### config.mk
export PLATFORM = sky130hd
export DESIGN_NAME = uart_rx_fifo
export DESIGN_NICKNAME = d
export VERILOG_FILES = /design/src/rtl/uart_rx_fifo.sv
export SDC_FILE = /design/constraint.sdc
export NUM_CORES = 1
export LEC_CHECK = 0
export CORE_UTILIZATION = 59
export DETAILED_ROUTE_END_ITERATION = 6
export GPL_TIMING_DRIVEN = 0
export PLACE_DENSITY_LB_ADDON = 0.1
export SYNTH_ARGS = -nofsm -noshare
export SYNTH_HDL_FRONTEND = slang
export SYNTH_SLANG_ARGS = --single-unit
export TNS_END_PERCENT = 1
### constraint.sdc
create_clock -name clk -period 3.3 [get_ports clk]
set_input_delay 0.495 -clock clk [delete_from_list [all_inputs] [get_ports clk]]
set_output_delay 0.495 -clock clk [all_outputs]
set_load 0.01 [all_outputs]
### src/rtl/uart_rx_fifo.sv
// uart_rx_fifo: UART receiver with frame validation and a receive FIFO.
//
// The raw RX line is synchronised, frames are sampled mid-bit by a baud
// counter, checked (false start, optional parity, stop bits) and the data
// plus per-word error flags are queued in a small circular FIFO that the
// bus side drains with a valid/ready handshake.
//
// Ports:
//   clk, rst            system clock, synchronous active-high reset
//   uart_rx             asynchronous serial line, idle high
//   rd_valid/rd_ready   FIFO head handshake (pop on valid && ready)
//   rd_data             head entry data (DATA_BITS wide)
//   rd_parity_err       head entry parity mismatch
//   rd_frame_err        head entry saw a 0 in a stop-bit sample
//   overrun             sticky: a completed frame was dropped (FIFO full)
//   overrun_clr         single-cycle clear of overrun
//   fifo_count          entries currently held
module uart_rx_fifo #(
  parameter int CLK_FREQ   = 50000000,
  parameter int BAUD       = 115200,
  parameter int DATA_BITS  = 8,
  parameter int PARITY     = 0,
  parameter int STOP_BITS  = 1,
  parameter int FIFO_DEPTH = 4
) (
  input  logic                          clk,
  input  logic                          rst,
  input  logic                          uart_rx,
  output logic                          rd_valid,
  input  logic                          rd_ready,
  output logic [DATA_BITS-1:0]          rd_data,
  output logic                          rd_parity_err,
  output logic                          rd_frame_err,
  output logic                          overrun,
  input  logic                          overrun_clr,
  output logic [$clog2(FIFO_DEPTH):0]   fifo_count
);

  localparam int CPB = CLK_FREQ / BAUD;
  localparam int CW  = $clog2(CPB);
  localparam int AW  = $clog2(FIFO_DEPTH);

  if (CPB < 8) begin : g_bad_cpb
    $error("uart_rx_fifo: CLK_FREQ/BAUD must be >= 8");
  end
  if (DATA_BITS < 5 || DATA_BITS > 8) begin : g_bad_db
    $error("uart_rx_fifo: DATA_BITS must be 5..8");
  end
  if (FIFO_DEPTH < 2 || (FIFO_DEPTH & (FIFO_DEPTH - 1)) != 0) begin : g_bad_depth
    $error("uart_rx_fifo: FIFO_DEPTH must be a power of two >= 2");
  end

  typedef struct packed {
    logic [DATA_BITS-1:0] data;
    logic                 parity_err;
    logic                 frame_err;
  } entry_t;

  typedef enum logic [2:0] {
    S_IDLE,
    S_START,
    S_DATA,
    S_PAR,
    S_STOP
  } state_t;

  // ---------------------------------------------------------------------
  // Input synchroniser + edge detect
  // ---------------------------------------------------------------------
  logic rx_m, rx_s, rx_d;

  always_ff @(posedge clk) begin
    if (rst) begin
      rx_m <= 1'b1;
      rx_s <= 1'b1;
      rx_d <= 1'b1;
    end else begin
      rx_m <= uart_rx;
      rx_s <= rx_m;
      rx_d <= rx_s;
    end
  end

  logic fall;
  assign fall = rx_d & ~rx_s;

  // ---------------------------------------------------------------------
  // Receive FSM (state register + next-state logic)
  // ---------------------------------------------------------------------
  state_t               state, state_n;
  logic [CW-1:0]        baud_cnt, baud_cnt_n;
  logic [3:0]           bit_cnt, bit_cnt_n;
  logic [DATA_BITS-1:0] shreg, shreg_n;
  logic                 pe_r, pe_n;
  logic                 fe_r, fe_n;
  logic                 tick;
  logic                 push;
  entry_t               push_ent;

  assign tick = (state != S_IDLE) && (baud_cnt == CW'(0));

  always_ff @(posedge clk) begin
    if (rst) begin
      state    <= S_IDLE;
      baud_cnt <= '0;
      bit_cnt  <= '0;
      shreg    <= '0;
      pe_r     <= 1'b0;
      fe_r     <= 1'b0;
    end else begin
      state    <= state_n;
      baud_cnt <= baud_cnt_n;
      bit_cnt  <= bit_cnt_n;
      shreg    <= shreg_n;
      pe_r     <= pe_n;
      fe_r     <= fe_n;
    end
  end

  always_comb begin
    state_n    = state;
    baud_cnt_n = baud_cnt;
    bit_cnt_n  = bit_cnt;
    shreg_n    = shreg;
    pe_n       = pe_r;
    fe_n       = fe_r;
    push       = 1'b0;

    if (state != S_IDLE)
      baud_cnt_n = tick ? CW'(CPB - 1) : baud_cnt - CW'(1);

    case (state)
      S_IDLE: begin
        // Half-bit load puts every later tick in the middle of a bit.
        if (fall) begin
          baud_cnt_n = CW'(CPB / 2 - 1);
          pe_n       = 1'b0;
          fe_n       = 1'b0;
          state_n    = S_START;
        end
      end
      S_START: begin
        if (tick) begin
          if (rx_s) begin
            state_n = S_IDLE;       // line back high mid start bit: glitch
          end else begin
            bit_cnt_n = '0;
            state_n   = S_DATA;
          end
        end
      end
      S_DATA: begin
        if (tick) begin
          shreg_n   = {rx_s, shreg[DATA_BITS-1:1]};
          bit_cnt_n = bit_cnt + 4'd1;
          if (bit_cnt == 4'(DATA_BITS - 1)) begin
            bit_cnt_n = '0;
            state_n   = (PARITY != 0) ? S_PAR : S_STOP;
          end
        end
      end
      S_PAR: begin
        if (tick) begin
          pe_n    = (PARITY == 1) ? (^shreg ^ rx_s) : ~(^shreg ^ rx_s);
          state_n = S_STOP;
        end
      end
      S_STOP: begin
        if (tick) begin
          fe_n      = fe_r | ~rx_s;
          bit_cnt_n = bit_cnt + 4'd1;
          if (bit_cnt == 4'(STOP_BITS - 1)) begin
            bit_cnt_n = '0;
            push      = 1'b1;
            state_n   = S_IDLE;
          end
        end
      end
      default: state_n = S_IDLE;
    endcase
  end

  assign push_ent.data       = shreg;
  assign push_ent.parity_err = pe_r;
  assign push_ent.frame_err  = fe_n;

  // ---------------------------------------------------------------------
  // Receive FIFO
  // ---------------------------------------------------------------------
  entry_t        mem [FIFO_DEPTH];
  logic [AW-1:0] wr_ptr, rd_ptr;
  logic [AW:0]   count;
  logic          full, pop, do_push;

  assign full    = (count == (AW+1)'(FIFO_DEPTH));
  assign rd_valid = (count != '0);
  assign pop     = rd_valid & rd_ready;
  // A pop in the same cycle frees the slot, so a full FIFO still accepts.
  assign do_push = push & (~full | pop);

  always_ff @(posedge clk) begin
    if (rst) begin
      for (int i = 0; i < FIFO_DEPTH; i++) mem[i] <= '0;
      wr_ptr <= '0;
      rd_ptr <= '0;
      count  <= '0;
    end else begin
      if (do_push) begin
        mem[wr_ptr] <= push_ent;
        wr_ptr      <= wr_ptr + AW'(1);
      end
      if (pop) rd_ptr <= rd_ptr + AW'(1);
      count <= count + (AW+1)'(do_push) - (AW+1)'(pop);
    end
  end

  always_ff @(posedge clk) begin
    if (rst)
      overrun <= 1'b0;
    else if (push && !do_push)
      overrun <= 1'b1;
    else if (overrun_clr)
      overrun <= 1'b0;
  end

  assign rd_data       = mem[rd_ptr].data;
  assign rd_parity_err = mem[rd_ptr].parity_err;
  assign rd_frame_err  = mem[rd_ptr].frame_err;
  assign fifo_count    = count;

endmodule

==> impl_metrics.toml, run 1 <==
[power_and_ir_drop]
leakagePower_nw = 1.46
p_total_w = 0.00251
vdd.ir_drop.worst_mv = 0.470
powerDensity_nw_per_um2 = 596

[sta]
grt_setup_unrepaired = "no"
setup_ws_ns = 0.185
slew_headroom = 0.359
maxSlewViolCount = 0
timing.final.crit_period_ns = 3.12
clock_skew_ns = 0.00714
setup_viol_count_final = 0
finalCritPeriodShare = 0.944
worst_slew_pin_slew_ns = 0.955
final_hold_viol_count = 0
holdWs_ns = 0.412
max_freq_mhz = 321

[layout]
diodes = 0
drive_gt1_frac = 0.136
area.growth.synth_to_final_pct = 14.4
nets = 360
finalInstanceArea_um2 = 4210
layout_commonest_cell = "edfxtp_1"
layout_common_cells = "edfxtp_1 (40), dfxtp_1 (39), and2_1 (37), a21oi_1 (24), nor2_1 (22)"
instances_no_fill = 429

[synth]
syn-num-nets = 329
synth_seq_area_share = 0.538
yosys_register_bits = 79
synthesis.area_um2 = 3680
ys_warn_count = 0
syn_avg_cell_area_um2 = 11.6
synth_edf_count = 40
ys.flop_type = "edfxtp_1"
async_flop_share = 0
synthCells = 318
synthDistinctLibCells = 53

[routing]
drt-total-wl_um = 6740
avgViaCountPerCell = 5.73
drcViolationCount = 0
via_count = 2459
drt_iter0_drc = 150
drt-pass1-iter-count = 4
drtAntennaViolNets = 0
wire_per_inst_um = 15.7

[cts]
cts_hold_buf = 0
cts_sinks = 79
clk_pin_slew_ns = 0.08
clk_latency_ns = 0.35
clock_path_buffers = 2
post_cts_buffers = 0
cts_buffers = 9
cts-root-buf = "clkbuf_8"
post_cts_resized = 0
cts_tree = "built"
htreeDepth = 3

[critical_path]
critical-path-top-delay-family = "simple AND/OR/NAND/NOR gates"
worstSetupPathType = "register to register"
crit_arrival_ns = 3.33
crit_buf_inv = 2
crit_path_end_kind = "register"
cp_max_fo = 9
cp_slowest_cell = "nor4b_4"
slowest_delay_ns = 0.54
path_cells = "buf_2, or3b_1, nor4b_4, nand3_4, ha_1, inv_1, ha_1, fa_1, xnor2_1, xnor2_1, nor2_1"
start_kind = "register"
required_ns = 3.52

[floorplan]
die_area_um2 = 6560
ios = 20
core_area_um2 = 5960
rows = 28
initial_core_util = 0.618
die_x_um = 81.0
die_h_um = 81.0

[placed_design]
routabilityCongestion = 0.838
portBuffers = 18
dp_slack_ns = 0.203
post_dp_cell_area_um2 = 3980
dp_hpwl_um = 4710
place_inst = 413

[global_route]
overflow = 0
grt_use_total = 0.232
antenna_found_initial = 0
grt_pass1_vias = 2346
grt_pass1_wl_um = 11200
grt_max_degree = 15

[min_path]
hp-class = "register to register"

[status]
outcome = "complete, no violations"

[job]
drv_cap = 0
## cells in the mapped netlist, types with 2 or more instances
cell type | number | share of area
or3_1 | 3 | 0.0051
xnor2_1 | 10 | 0.024
or2_2 | 3 | 0.0051
buf_2 | 3 | 0.0041
nor4_1 | 3 | 0.0051
nor3_1 | 7 | 0.0095
ha_1 | 5 | 0.017
nor4b_4 | 2 | 0.013
nor2b_1 | 6 | 0.010
a211oi_1 | 2 | 0.0041
buf_1 | 2 | 0.0020
nor2_1 | 22 | 0.022
mux4_2 | 10 | 0.061
and2_1 | 37 | 0.063
nand3_1 | 12 | 0.016
edfxtp_1 | 40 | 0.33
nor3_2 | 3 | 0.0082
a21oi_1 | 24 | 0.033
nor3b_1 | 3 | 0.0061
inv_1 | 12 | 0.012
mux2i_1 | 3 | 0.0082
o31ai_1 | 3 | 0.0061
o21ai_0 | 5 | 0.0068
nor4b_1 | 2 | 0.0048
clkbuf_1 | 7 | 0.0071
xor2_1 | 4 | 0.0095
dfxtp_1 | 39 | 0.21
nand2_1 | 21 | 0.021
## through the flow
stage	setup TNS (ns)	util
after floorplan	0	-
after global placement	-1.90	0.664
after detailed placement	0	0.667
after CTS	0	0.707
after global routing	0	0.707
final	0	0.707
## state kept, by name, summed over array words and instances (netlist names), 2 cells and up, named ones only
signal      count
fifo_count      3
mem            40
bit_cnt         4
state           3
shreg           8
baud_cnt        9
rd_ptr          2
wr_ptr          2
## worst register-to-register path: stages (launching register included)
cell and delay (ns):
dfxtp_1 0.30, buf_2 0.15, or3b_1 0.51, nor4b_4 0.55, nand3_4 0.20, ha_1 0.32
inv_1 0.04, ha_1 0.18, fa_1 0.38, xnor2_1 0.19, xnor2_1 0.14, nor2_1 0.05
## routing by layer
| metal | global-route usage | vias to the layer above | wire [µm] |
|---|---|---|---|
| li1 | - | 1201 | - |
| met1 | 0.299 | 1171 | 3130 |
| met2 | 0.361 | 64 | 3120 |
| met3 | 0.0427 | 23 | 206 |
| met4 | 0.143 | 0 | 280 |
| met5 | 0 | - | 0 |
## power by group
| group | internal (W) | switching, W | leakage [nW] |
|---|---|---|---|
| Clock | 0.000506 | 0.000354 | 0.114 |
| Combinational | 0.000288 | 0.000227 | 0.620 |
| Sequential | 0.00109 | 0.0000466 | 0.730 |
| Total | 0.00188 | 0.000627 | 1.46 |
## area by class of cell
cell class	count	area, µm²
clock inverters	5	106
repair buffers	20	195
fillers	438	1740
plain buffers	14	67.6
flip-flops and latches	79	1980
multi-input cells	213	1590
inverters	12	45.0
clock buffers	11	131
well taps	75	93.8
## cells by family after synthesis
kind of cell	share of synthesized area
adder cells (fa/ha/maj)	0.0224
XOR/XNOR	0.0394
multiplexers	0.0724
AND/OR/NAND/NOR	0.232
buffers and inverters	0.0306
AO/OA/AOI/OAI	0.0649
flip-flops	0.538
## worst paths after layout
kind | cells after the start | to | startpoint | slack [ns]
setup / recovery | 11 | fifo_count[2] | state[0] | 0.18
hold / removal | 1 | rx_s | rx_m | 0.41
hold reg to reg | 1 | rx_s | rx_m | 0.41
setup reg to reg | 11 | fifo_count[2] | state[0] | 0.18
Note: power is estimated with default switching activity, not from simulation.
==> run 2: changes to the inputs <==
--- a/config.mk
+++ b/config.mk
@@ -9,6 +9,7 @@
 export DETAILED_ROUTE_END_ITERATION = 6
 export GPL_TIMING_DRIVEN = 0
 export PLACE_DENSITY_LB_ADDON = 0.1
+export REMOVE_ABC_BUFFERS = 1
 export SYNTH_ARGS = -nofsm -noshare
 export SYNTH_HDL_FRONTEND = slang
 export SYNTH_SLANG_ARGS = --single-unit
==> run 2 against run 1 <==
Effect of this change: worst setup slack better by 0.066 ns; largest cell class unchanged; register-to-register slack improved by 0.07 ns; critical path depth shrank 1; design area shrank 1.4%; global-route usage fell by 0.15 points; wire length down 2.7%; combinational power fell by 8.3%; utilization fell by 0.97 points; sequential share of layout area increased by 0.65 points; critical endpoint unchanged; via count down 3.5%; clock skew is essentially flat; cell count fell by 2.6%.
==> impl_metrics.toml, run 2 (synthesis gave the netlist of run 1 again) <==
[status]
outcome = "complete, no violations"

[routing]
wire_per_inst_um = 15.7
avgViaCountPerCell = 5.68
drt_iter0_drc = 92
drt-total-wl_um = 6560
drt-pass1-iter-count = 4
drcViolationCount = 0
via_count = 2374
drtAntennaViolNets = 0

[layout]
area.growth.synth_to_final_pct = 12.9
seqCellArea_um2 = 1980
finalInstanceArea_um2 = 4160
nets = 349
final_util = 0.698
layout_commonest_cell = "edfxtp_1"
diodes = 0
layout_common_cells = "edfxtp_1 (40), dfxtp_1 (39), and2_1 (37), a21oi_1 (24), nor2_1 (22)"
largest_register_ffs = 40
instances_no_fill = 418
regMostFlops = "mem"
multi_input_area_um2 = 1610
largest_registers = "mem x40, baud_cnt x9, shreg x8"
fillers = 458
drive_gt1_frac = 0.137

[power_and_ir_drop]
leakagePower_nw = 1.43
powerDensity_nw_per_um2 = 588
vdd.ir_drop.worst_mv = 0.414

[global_route]
grt_max_degree = 44
grt_use_total = 0.230
grt_pass1_vias = 2256
grt_pass1_wl_um = 11100
antenna_found_initial = 0
overflow = 0

[placed_design]
dp_hpwl_um = 4420
routabilityCongestion = 0.831
post_dp_cell_area_um2 = 3910
place_inst = 400
portBuffers = 19

[sta]
holdWs_ns = 0.415
slew_headroom = 0.144
timing.final.crit_period_ns = 3.05
finalCritPeriodShare = 0.924
grt_setup_unrepaired = "no"
worst_slew_pin_slew_ns = 1.28
clock_skew_ns = 0.00712
final.setup.tns_ns = 0
max_freq_mhz = 328
maxSlewViolCount = 0
final_hold_viol_count = 0
setup_viol_count_final = 0

[critical_path]
cp_max_fo = 10
crit_arrival_ns = 3.26
crit_path_end_kind = "register"
worstSetupPathType = "register to register"
required_ns = 3.51
start_kind = "register"

[floorplan]
rows = 28
die_area_um2 = 6560
die_h_um = 81.0
die_x_um = 81.0
initial_core_util = 0.618
core_area_um2 = 5960
ios = 20

[cts]
cts_buffers = 9
htreeDepth = 3
clk_latency_ns = 0.35
clk_pin_slew_ns = 0.08
cts_tree = "built"
cts_sinks = 79
cts_hold_buf = 0
clock_path_buffers = 2
cts-root-buf = "clkbuf_8"

[job]
drv_cap = 0

[min_path]
hp-class = "register to register"
## run 2: worst paths after layout
check                           startpoint             to  slack, ns  cells after the start
worst max-delay path              state[2]  fifo_count[2]       0.25                     10
worst max register to register    state[2]  fifo_count[2]       0.25                     10
worst min-delay path                  rx_m           rx_s       0.41                      1
worst min register to register        rx_m           rx_s       0.41                      1
## run 2: stage by stage
step	total power [W]	setup slack [ns]
2_1_floorplan	0.00147	0.0743
3_3_place_gp	0.00165	-0.822
3_5_place_dp	0.00167	-0.485
4_1_cts	0.00246	0.214
5_1_grt	0.00255	0.0358
6_report	0.00244	0.251
## run 2: power by group
| group | internal (W) | switching [W] | total [W] |
|---|---|---|---|
| registers | 0.00109 | 0.0000869 | 0.00118 |
| logic | 0.000284 | 0.000188 | 0.000472 |
| clock network | 0.000432 | 0.000363 | 0.000794 |
## run 2: layer usage
layer / part of all wire / vias to the layer above / GRT usage / wire length, µm
met5: 0 / - / 0 / 0
met4: 0.018 / 0 / 0.0982 / 119
met3: 0.018 / 11 / 0.0337 / 115
met2: 0.50 / 33 / 0.388 / 3280
met1: 0.46 / 1153 / 0.296 / 3040
li1: - / 1177 / - / -
## run 2: critical path, stage by stage (launching register included)
cell,delay (ns)
dfxtp_1,0.50
or3b_1,0.49
nor4b_4,0.42
nand3_4,0.19
ha_1,0.33
inv_1,0.04
ha_1,0.18
fa_1,0.38
xnor2_1,0.19
xnor2_1,0.14
nor2_1,0.05
## run 2: area by class of cell
| type | instances | area share |
|---|---|---|
| Tap cell | 75 | 0.0226 |
| Timing Repair Buffer | 22 | 0.0500 |
| Inverter | 12 | 0.0108 |
| Sequential cell | 79 | 0.477 |
| Clock buffer | 10 | 0.0307 |
| Clock inverter | 6 | 0.0223 |
| Multi-Input combinational cell | 214 | 0.387 |
## run 2: what timing repair did
| item | CTS | global route |
|---|---|---|
| setup buffers | 1 | 0 |
| cloned | 1 | 0 |
| gates resized for setup | 1 | 0 |
| setup endpoints to repair | 22 | 1 |
| pin swaps | 1 | 1 |
==> run 3: changes to the inputs <==
--- a/config.mk
+++ b/config.mk
@@ -5,6 +5,7 @@
 export SDC_FILE = /design/constraint.sdc
 export NUM_CORES = 1
 export LEC_CHECK = 0
+export CAP_MARGIN = 25
 export CORE_UTILIZATION = 59
 export DETAILED_ROUTE_END_ITERATION = 6
 export GPL_TIMING_DRIVEN = 0
==> run 3 against run 2 <==
Effect of this change: clock-buffer cell count did not move; non-clock buffer count rose by 3; cell count rose by 0.48%; combinational power barely moved; clock power fell by 3.5%; worst hold slack got worse by 0.0015 ns; first-iteration DRC count rose by 1.1%; critical path type unchanged; critical endpoint unchanged; largest power group unchanged; highest routed layer unchanged.
==> impl_metrics.toml, run 3 (synthesis gave the netlist of run 1 again) <==
[power_and_ir_drop]
vdd.ir_drop.worst_mv = 0.429
leakagePower_nw = 1.45
power_frac_seq = 0.487
p_switching_w = 0.000617
internal_power_w = 0.00180
p_comb_frac = 0.196
powerDensity_nw_per_um2 = 581
clock_power_share = 0.317
power.share.switching = 0.255

[cts]
clk_latency_ns = 0.35
cts_sinks = 79
cts_buffers = 9
clk_pin_slew_ns = 0.08
htreeDepth = 3
cts-root-buf = "clkbuf_8"
cts_tree = "built"
cts_hold_buf = 0
clock_path_buffers = 2

[job]
drv_cap = 0

[sta]
setup_viol_count_final = 0
max_freq_mhz = 324
final_hold_viol_count = 0
final.setup.tns_ns = 0
timing.final.crit_period_ns = 3.09
slew_headroom = 0.418
finalCritPeriodShare = 0.936
worst_slew_pin_slew_ns = 0.866
maxSlewViolCount = 0
grt_setup_unrepaired = "no"
clock_skew_ns = 0.00946

[placed_design]
portBuffers = 19
place_inst = 403
routabilityCongestion = 0.831
dp_hpwl_um = 4580

[min_path]
hp-class = "register to register"

[critical_path]
crit_path_end_kind = "register"
start_kind = "register"
crit_arrival_ns = 3.30
path_cells = "or3b_1, nor4b_4, nand3_4, ha_1, inv_1, ha_1, fa_1, xnor2_1, xnor2_1, nor2_1"
critical-path-top-delay-family = "simple AND/OR/NAND/NOR gates"
cp_slowest_cell = "dfxtp_1"
cp_max_fo = 10
required_ns = 3.51
slowest_delay_ns = 0.51
crit_buf_inv = 1
worstSetupPathType = "register to register"

[layout]
area.growth.synth_to_final_pct = 13.0
nets = 351
largest_registers = "mem x40, baud_cnt x9, shreg x8"
largest_register_ffs = 40
diodes = 0
regMostFlops = "mem"
layout_common_cells = "edfxtp_1 (40), dfxtp_1 (39), and2_1 (37), a21oi_1 (24), nor2_1 (22)"
instances_no_fill = 420
fillers = 457
layout_commonest_cell = "edfxtp_1"
drive_gt1_frac = 0.142

[routing]
wire_per_inst_um = 15.4
drtAntennaViolNets = 0
via_count = 2397
drt-pass1-iter-count = 4
drt-total-wl_um = 6480
drcViolationCount = 0
avgViaCountPerCell = 5.71
drt_iter0_drc = 93

[floorplan]
die_x_um = 81.0
core_area_um2 = 5960
rows = 28
die_h_um = 81.0
initial_core_util = 0.618
ios = 20
die_area_um2 = 6560

[status]
outcome = "complete, no violations"

[global_route]
grt_pass1_vias = 2268
grt_pass1_wl_um = 10900
grt_max_degree = 44
antenna_found_initial = 0
grt_use_total = 0.226
overflow = 0
[run 3: cell count changes in the layout (fill, tap and decap cells not counted)]
cell        previous run  this run
inv_6                  2         0
o21ai_1                3         2
clkinv_2               0         2
clkinvlp_4             2         1
nor4b_2                1         0
buf_6                  0         1
buf_4                  3         4
buf_2                  1         2
clkinv_4               0         1
o21ai_0                3         4
[run 3: worst reg2reg max path, cell delays in order, from the launching register on]
cell	delay, ns
dfxtp_1	0.51
or3b_1	0.49
nor4b_4	0.46
nand3_4	0.18
ha_1	0.33
inv_1	0.04
ha_1	0.19
fa_1	0.37
xnor2_1	0.19
xnor2_1	0.14
nor2_1	0.05
[run 3: metal layers]
metal,routed length (µm),up-vias,global-route usage,part of all wire
li1,-,1176,-,-
met1,2880,1165,0.278,0.45
met2,3310,45,0.395,0.51
met3,169,11,0.0337,0.026
met4,111,0,0.0929,0.017
met5,0,-,0,0
[run 3: repair_timing]
item / 4_1_cts / 5_1_grt
buffers inserted: 1 / 0
gates resized for setup: 0 / 0
endpoints found under the hold margin: 0 / 0
endpoints found under the setup margin: 1 / 0
[run 3: power by group through the flow]
stage,registers [W],logic (W),clock network [W]
final,0.00118,0.000473,0.000766
after global routing,0.00119,0.000523,0.000815
after CTS,0.00118,0.000478,0.000778
after detailed placement,0.00120,0.000474,0
after global placement,0.00120,0.000457,0
after floorplan,0.00118,0.000291,0
[run 3: path summary, 6_finish.rpt]
check           start       endpoint  slack [ns]  depth (start not counted)
max reg2reg  state[2]  fifo_count[2]        0.21                         10
min reg2reg      rx_m           rx_s        0.41                          1
max          state[2]  fifo_count[2]        0.21                         10
min              rx_m           rx_s        0.41                          1
[run 3: final cells by class]
| class | count | area (µm²) | area share |
|---|---|---|---|
| inverters | 12 | 45.0 | 0.0108 |
| repair buffers | 25 | 231 | 0.0557 |
| clock inverters | 6 | 86.3 | 0.0208 |
| clock buffers | 10 | 128 | 0.0307 |
| well taps | 75 | 93.8 | 0.0226 |
| flip-flops and latches | 79 | 1980 | 0.477 |
| multi-input cells | 213 | 1590 | 0.383 |
[run 3: through the flow]
stage          setup slack (ns)   util  total power [W]  area, µm²  hold slack [ns]
2_1_floorplan            0.0743      -          0.00147       3610            0.389
3_3_place_gp             -0.822  0.654          0.00165       3900            0.400
3_5_place_dp            -0.0451  0.661          0.00167       3940            0.399
4_1_cts                   0.214  0.698          0.00243       4160            0.417
5_1_grt                  0.0180  0.698          0.00253       4160            0.426
6_report                  0.210  0.698          0.00242       4160            0.413
